`config.mk`:
```
export PLATFORM = sky130hd
export DESIGN_NAME = float_mul_issue
export DESIGN_NICKNAME = d
export VERILOG_FILES = /design/src/rtl/float_mul_issue.sv
export SDC_FILE = /design/constraint.sdc
export NUM_CORES = 1
export LEC_CHECK = 0
export BUFFER_PORTS_ARGS = -buffer_cell sky130_fd_sc_hd__clkbuf_2
export CAP_MARGIN = 40
export CORE_ASPECT_RATIO = 0.8
export CORE_MARGIN = 5
export CORE_UTILIZATION = 45
export CTS_CLUSTER_SIZE = 14
export DETAILED_ROUTE_END_ITERATION = 8
export HOLD_SLACK_MARGIN = 0.15
export PLACE_DENSITY_LB_ADDON = 0.12
export SLEW_MARGIN = 5
export SYNTH_ARGS = -nofsm -noshare
export SYNTH_HDL_FRONTEND = slang
export SYNTH_SLANG_ARGS = --single-unit
```
`constraint.sdc`:
```
create_clock -name clk -period 11.82 [get_ports clk]
set_clock_uncertainty 0.15 [all_clocks]
set_input_delay 2.955 -clock clk [delete_from_list [all_inputs] [get_ports clk]]
set_output_delay 2.955 -clock clk [all_outputs]
set_load 0.01 [all_outputs]
```
`src/rtl/float_mul_issue.sv`:
```
// float_mul_issue
// Operand front-end for the chunked float multiplier (float_mul_pipeline).
// Operand pairs arrive on a valid/ready stream and are buffered in a small
// FIFO. Each pair goes to the multiplier as a single-cycle, flop-driven
// request. Results return in input order on a valid/ready stream, together
// with the caller's tag. The multiplier has no zero handling, so a pair with
// a zero operand bypasses it and produces a signed zero here.
//
// Ports:
//   clk, rst                     clock, asynchronous active-high reset
//   in_valid/in_ready            operand stream handshake
//   in_a, in_b, in_tag           operand pair and opaque caller tag
//   mul_req, mul_a, mul_b        registered request to the multiplier
//   mul_ack, mul_out             one-cycle result strobe and product
//   res_valid/res_ready          result stream handshake
//   res_data, res_tag            product and tag of the originating pair
//   busy                         work is queued, in flight or being held
module float_mul_issue #(
    parameter int float_width      = 32,
    parameter int float_exp_width  = 8,
    parameter int float_mant_width = 23,
    parameter int FIFO_DEPTH       = 4,
    parameter int TAG_WIDTH        = 4
) (
    input  logic                   clk,
    input  logic                   rst,
    input  logic                   in_valid,
    output logic                   in_ready,
    input  logic [float_width-1:0] in_a,
    input  logic [float_width-1:0] in_b,
    input  logic [TAG_WIDTH-1:0]   in_tag,
    output logic                   mul_req,
    output logic [float_width-1:0] mul_a,
    output logic [float_width-1:0] mul_b,
    input  logic                   mul_ack,
    input  logic [float_width-1:0] mul_out,
    output logic                   res_valid,
    input  logic                   res_ready,
    output logic [float_width-1:0] res_data,
    output logic [TAG_WIDTH-1:0]   res_tag,
    output logic                   busy
);

    // FIFO_DEPTH must be a power of two so the pointers wrap on their own.
    localparam int PTR_W = $clog2(FIFO_DEPTH);
    localparam int CNT_W = PTR_W + 1;
    localparam logic [CNT_W-1:0] DEPTH_C = CNT_W'(FIFO_DEPTH);

    typedef enum logic [0:0] {
        ST_IDLE = 1'b0,
        ST_WAIT = 1'b1
    } state_t;

    state_t state_r;
    state_t state_nxt;

    logic [float_width-1:0] fifo_a_r   [FIFO_DEPTH];
    logic [float_width-1:0] fifo_b_r   [FIFO_DEPTH];
    logic [TAG_WIDTH-1:0]   fifo_tag_r [FIFO_DEPTH];
    logic [PTR_W-1:0]       wr_ptr_r;
    logic [PTR_W-1:0]       rd_ptr_r;
    logic [CNT_W-1:0]       count_r;
    logic [TAG_WIDTH-1:0]   tag_r;

    logic                   push_s;
    logic                   pop_s;
    logic                   issue_s;
    logic                   bypass_load_s;
    logic                   ack_load_s;
    logic                   slot_free_s;
    logic                   fifo_nonempty_s;
    logic                   head_zero_s;
    logic [float_width-1:0] head_a_s;
    logic [float_width-1:0] head_b_s;
    logic [TAG_WIDTH-1:0]   head_tag_s;

    // An exponent field of zero counts as zero; denormals flush to zero.
    function automatic logic is_zero(input logic [float_width-1:0] v);
        return (v[float_mant_width +: float_exp_width] == {float_exp_width{1'b0}});
    endfunction

    // Fullness comes from the registered count only, so a same-cycle pop
    // never lets a push into a full FIFO.
    assign in_ready        = (count_r != DEPTH_C);
    assign push_s          = in_valid && in_ready;
    assign fifo_nonempty_s = (count_r != {CNT_W{1'b0}});
    assign slot_free_s     = !res_valid || res_ready;
    assign head_a_s        = fifo_a_r[rd_ptr_r];
    assign head_b_s        = fifo_b_r[rd_ptr_r];
    assign head_tag_s      = fifo_tag_r[rd_ptr_r];
    assign head_zero_s     = is_zero(head_a_s) || is_zero(head_b_s);
    assign busy            = fifo_nonempty_s || (state_r == ST_WAIT) || res_valid;

    // Next-state and per-cycle action decode.
    always_comb begin
        state_nxt     = state_r;
        pop_s         = 1'b0;
        issue_s       = 1'b0;
        bypass_load_s = 1'b0;
        ack_load_s    = 1'b0;
        case (state_r)
            ST_IDLE: begin
                // Late acks are ignored here.
                if (fifo_nonempty_s && slot_free_s) begin
                    pop_s = 1'b1;
                    if (head_zero_s) begin
                        bypass_load_s = 1'b1;
                        state_nxt     = ST_IDLE;
                    end else begin
                        issue_s   = 1'b1;
                        state_nxt = ST_WAIT;
                    end
                end else begin
                    state_nxt = ST_IDLE;
                end
            end
            ST_WAIT: begin
                // The slot was free when we entered, so the ack always lands.
                if (mul_ack) begin
                    ack_load_s = 1'b1;
                    state_nxt  = ST_IDLE;
                end else begin
                    state_nxt = ST_WAIT;
                end
            end
            default: begin
                state_nxt = ST_IDLE;
            end
        endcase
    end

    // State register.
    always_ff @(posedge clk or posedge rst) begin
        if (rst) begin
            state_r <= ST_IDLE;
        end else begin
            state_r <= state_nxt;
        end
    end

    // FIFO storage; contents are don't-care until written.
    always_ff @(posedge clk) begin
        if (push_s) begin
            fifo_a_r[wr_ptr_r]   <= in_a;
            fifo_b_r[wr_ptr_r]   <= in_b;
            fifo_tag_r[wr_ptr_r] <= in_tag;
        end
    end

    // FIFO pointers and occupancy.
    always_ff @(posedge clk or posedge rst) begin
        if (rst) begin
            wr_ptr_r <= {PTR_W{1'b0}};
            rd_ptr_r <= {PTR_W{1'b0}};
            count_r  <= {CNT_W{1'b0}};
        end else begin
            if (push_s) begin
                wr_ptr_r <= wr_ptr_r + PTR_W'(1);
            end
            if (pop_s) begin
                rd_ptr_r <= rd_ptr_r + PTR_W'(1);
            end
            case ({push_s, pop_s})
                2'b10:   count_r <= count_r + CNT_W'(1);
                2'b01:   count_r <= count_r - CNT_W'(1);
                default: count_r <= count_r;
            endcase
        end
    end

    // Multiplier request: mul_req pulses for one cycle; operands and the
    // tag of the in-flight pair hold until the next issue.
    always_ff @(posedge clk or posedge rst) begin
        if (rst) begin
            mul_req <= 1'b0;
            mul_a   <= {float_width{1'b0}};
            mul_b   <= {float_width{1'b0}};
            tag_r   <= {TAG_WIDTH{1'b0}};
        end else begin
            mul_req <= issue_s;
            if (issue_s) begin
                mul_a <= head_a_s;
                mul_b <= head_b_s;
                tag_r <= head_tag_s;
            end
        end
    end

    // Result slot: loaded by a zero bypass or an ack, emptied on accept.
    always_ff @(posedge clk or posedge rst) begin
        if (rst) begin
            res_valid <= 1'b0;
            res_data  <= {float_width{1'b0}};
            res_tag   <= {TAG_WIDTH{1'b0}};
        end else begin
            if (bypass_load_s) begin
                res_valid <= 1'b1;
                res_data  <= {head_a_s[float_width-1] ^ head_b_s[float_width-1],
                              {(float_width-1){1'b0}}};
                res_tag   <= head_tag_s;
            end else if (ack_load_s) begin
                res_valid <= 1'b1;
                res_data  <= mul_out;
                res_tag   <= tag_r;
            end else if (res_ready) begin
                res_valid <= 1'b0;
            end
        end
    end

endmodule

```
==> results.md <==
* Fin crit share at 0.411
* Post-DP Area at 0.0159 sq mm
* Gr ovfl total at 0
* Post-route cell area at roughly 0.017 sq mm
* Core Box Area at 0.0315 sq mm
* Clock sink total at roughly 390
* First-pass GRT wire length at approximately 45 mm
* Largest net degree at the start of global routing at 56
* # resized after CTS at 0
* Final Core Density at 0.544
* Hold_sp: tag_r[1]$_DFFE_PP0P_
* Worst hold path class: reg2reg
* Worst-path clk slew at 60 ps
* R2r worst-path depth at 7
* Crit path depth at 6
* Power per cell area at between 200 and 300 mW/mm^2
* Flop and latch count out of synthesis at approximately 390
* Netlist Area Pre-Place at 0.0144 sq mm
* Slew Viols, Final at 0
* GRT Util Overall at 0.164
* Layout cells sized above 1 at 0.364
* H-Tree Depth at 2
* Wire per inst at just over 20 um
* Clk buf depth at 3
* Std-Cell Rows at 58
* Initial core utilization at 0.456
* # hold bufs at CTS at 0
* Crit path max fanout at 45
* CP Data Arrival Time at slightly above 5000 ps
* Crit-path cells: clkbuf_2, nor2b_1, nor3_1, nand2_4, buf_4, mux2_1
* Top-area cell type share of the netlist area at 0.569
* Post-synth top area cell: edfxtp_1
* Initial DRC count at 393
* Post-synthesis average cell area at 20.1 sq um
* Post-Route WL at slightly below 30 mm
* Leak Pwr at 6.52 nW
* Max-cap viol count at 0
* Total negative slack at 0 ps
* Crit path kind: in2reg
* Syn Nets at between 800 and 900
* Crit path largest cell delay at about 630 ps
* Drt drc at 0
* Crit-path leading delay family: simple AND/OR/NAND/NOR gates
* Maximum VDD drop at roughly 0.12 mV
* DRT Pass-1 Iters at 4
* Critical R2R Capture: mul_b[22]$_DFFE_PP0P_
* Yosys warnings at 0
* Num ports at 209
* RSZ-0062 raised after global routing: no
* Tmin final at 4860 ps
* Root Buffer: clkbuf_16
* Mapped Cells at about 720
* Die Width at roughly 210 um
* Final Hold Viols at 0
* Vias in the first global route at about 7600
* Slowest stage cell, crit path: nor3_1
* CP endpoint kind: flip-flop
* Post-CTS Setup Inserts at 0
* Worst skew pair latency at approximately 520 ps
* Ant diodes at 0
* CTS Buf Count at 39
* Buf/Inv on CP at 2
* Post-synth cell types at 30
* Vias per cell at 5.10
* Final ANT Viol Nets at 0
* Die footprint at ~0.036 sq mm
* DR vias at about 7000
* GP Congestion at around 0.79
* Initial antenna violation count at 4
* Worst setup path endpoint: mul_b[22]$_DFFE_PP0P_
* Ranking of synthesized cells by area: edfxtp_1 57%, dfrtp_1 20%, mux4_2 11%
* Finished Layout Cells at approximately 1400
* Nets at ~1100
* R2R setup slack at between 7000 and 8000 ps
* Power, Total at around 0.0045 W
* F_max at between 200 and 250 MHz
* Reg2Reg Launch Point: rd_ptr_r[0]$_DFFE_PP0P_
* Status: finished, final reports clean
* Critical path origin: res_ready
* Actual slew at the worst max-slew pin at roughly 810 ps
* Final setup fails at 0
* Placed cells at roughly 1300
* Slew HR at 0.454
* HPWL Detailed at 18.0 mm
* Syn-to-layout area delta at 19.3%
* IO buf count at between 200 and 250
* CP Data Required Time at 12060 ps
* CTS tree: yes
* Startpoint types: primary input
* Fillers at between 2000 and 3000
* Die Height at 170 um
* Sequential area share after synthesis at 0.767
==> where the power goes <==
group          switching [W]  internal (W)  leakage, nW  total (W)
clock               0.000482      0.000701        0.606    0.00118
sequential          0.000202       0.00187         3.85    0.00207
combinational       0.000665      0.000599         2.06    0.00126
==> placed cells by master, fill, tap and decap left out, types with 11 or more instances in the layout <==
| cell | synthesis | final |
|---|---|---|
| clkbuf_1 | 16 | 11 |
| clkbuf_2 | 0 | 208 |
| mux4_2 | 68 | 68 |
| clkbuf_16 | 0 | 41 |
| a21oi_1 | 31 | 31 |
| edfxtp_1 | 272 | 272 |
| nand2_1 | 78 | 78 |
| mux2_1 | 72 | 72 |
| dfrtp_1 | 114 | 112 |
| buf_4 | 5 | 11 |
==> metrics by stage <==
| step | hold slack [ps] | setup slack, ps |
|---|---|---|
| 2_1_floorplan | 314 | 5700 |
| 3_3_place_gp | 325 | 6470 |
| 3_5_place_dp | 331 | 6410 |
| 4_1_cts | 344 | 6800 |
| 5_1_grt | 363 | 6640 |
| 6_report | 337 | 6960 |
==> cell usage after synthesis <==
cell      count
buf_6         8
xor2_1        3
o21ai_1       1
nand2_1      78
nor2_1        2
a22oi_2       1
xnor2_1       4
inv_1         8
and2_1        2
dfrtp_1     114
buf_2         3
nand3_1       1
a21oi_1      31
o21ai_0       1
mux2i_1       3
and3_1        4
edfxtp_1    272
fa_1          1
mux4_2       68
nor2b_1       2
nand2_4       1
or3_1         1
clkbuf_1     16
nor3_1        2
buf_4         5
ha_1          5
nor4_1        4
buf_1         2
inv_2         1
mux2_1       72
==> metal layers <==
| metal | vias to the layer above | share of wire | track usage |
|---|---|---|---|
| met5 | - | 0.0020 | 0 |
| met4 | 8 | 0.016 | 0.0386 |
| met3 | 48 | 0.066 | 0.0446 |
| met2 | 179 | 0.48 | 0.263 |
| met1 | 3632 | 0.44 | 0.228 |
| li1 | 3237 | - | - |
==> cell families (layout without fill, tap and decap cells) <==
logic type               after synthesis  after routing  share of synthesized area
multiplexers                         143            143                      0.165
buffers and inverters                 43            301                     0.0170
adder cells (fa/ha/maj)                6              6                    0.00575
XOR/XNOR                               7              7                    0.00427
flip-flops                           386            386                      0.767
AO/OA/AOI/OAI                         34             34                     0.0124
AND/OR/NAND/NOR                       97             97                     0.0284
==> how the worst min path moves through the flow <==
stage	endpoint	slack [ps]	cells past startpoint
floorplan	tag_r[0]$_DFFE_PP0P_	310	1
global placement	mul_a[17]$_DFFE_PP0P_	320	1
detailed placement	tag_r[1]$_DFFE_PP0P_	330	1
CTS	tag_r[1]$_DFFE_PP0P_	340	1
global route	mul_b[23]$_DFFE_PP0P_	360	1
finish	tag_r[1]$_DFFE_PP0P_	340	1
==> sequential cells by signal, summed over array words and instances (netlist names) <==
| register | count |
|---|---|
| fifo_tag_r | 16 |
| fifo_b_r | 128 |
| mul_req | 1 |
| rd_ptr_r | 2 |
| res_valid | 1 |
| fifo_a_r | 128 |
| tag_r | 4 |
| state_r | 1 |
| res_data | 32 |
| res_tag | 4 |
| mul_b | 32 |
| count_r | 3 |
| mul_a | 32 |
| wr_ptr_r | 2 |
==> cell type report <==
| cell class | count | area [sq um] | share of cell area |
|---|---|---|---|
| Inverter | 9 | 36.3 | 0.00212 |
| Clock inverter | 12 | 83.8 | 0.00489 |
| Clock buffer | 59 | 1160 | 0.0679 |
| Timing Repair Buffer | 221 | 1180 | 0.0688 |
| Tap cell | 420 | 526 | 0.0307 |
| Multi-Input combinational cell | 287 | 3120 | 0.182 |
| Sequential cell | 386 | 11000 | 0.643 |
Note: power is estimated with default switching activity, not from simulation.
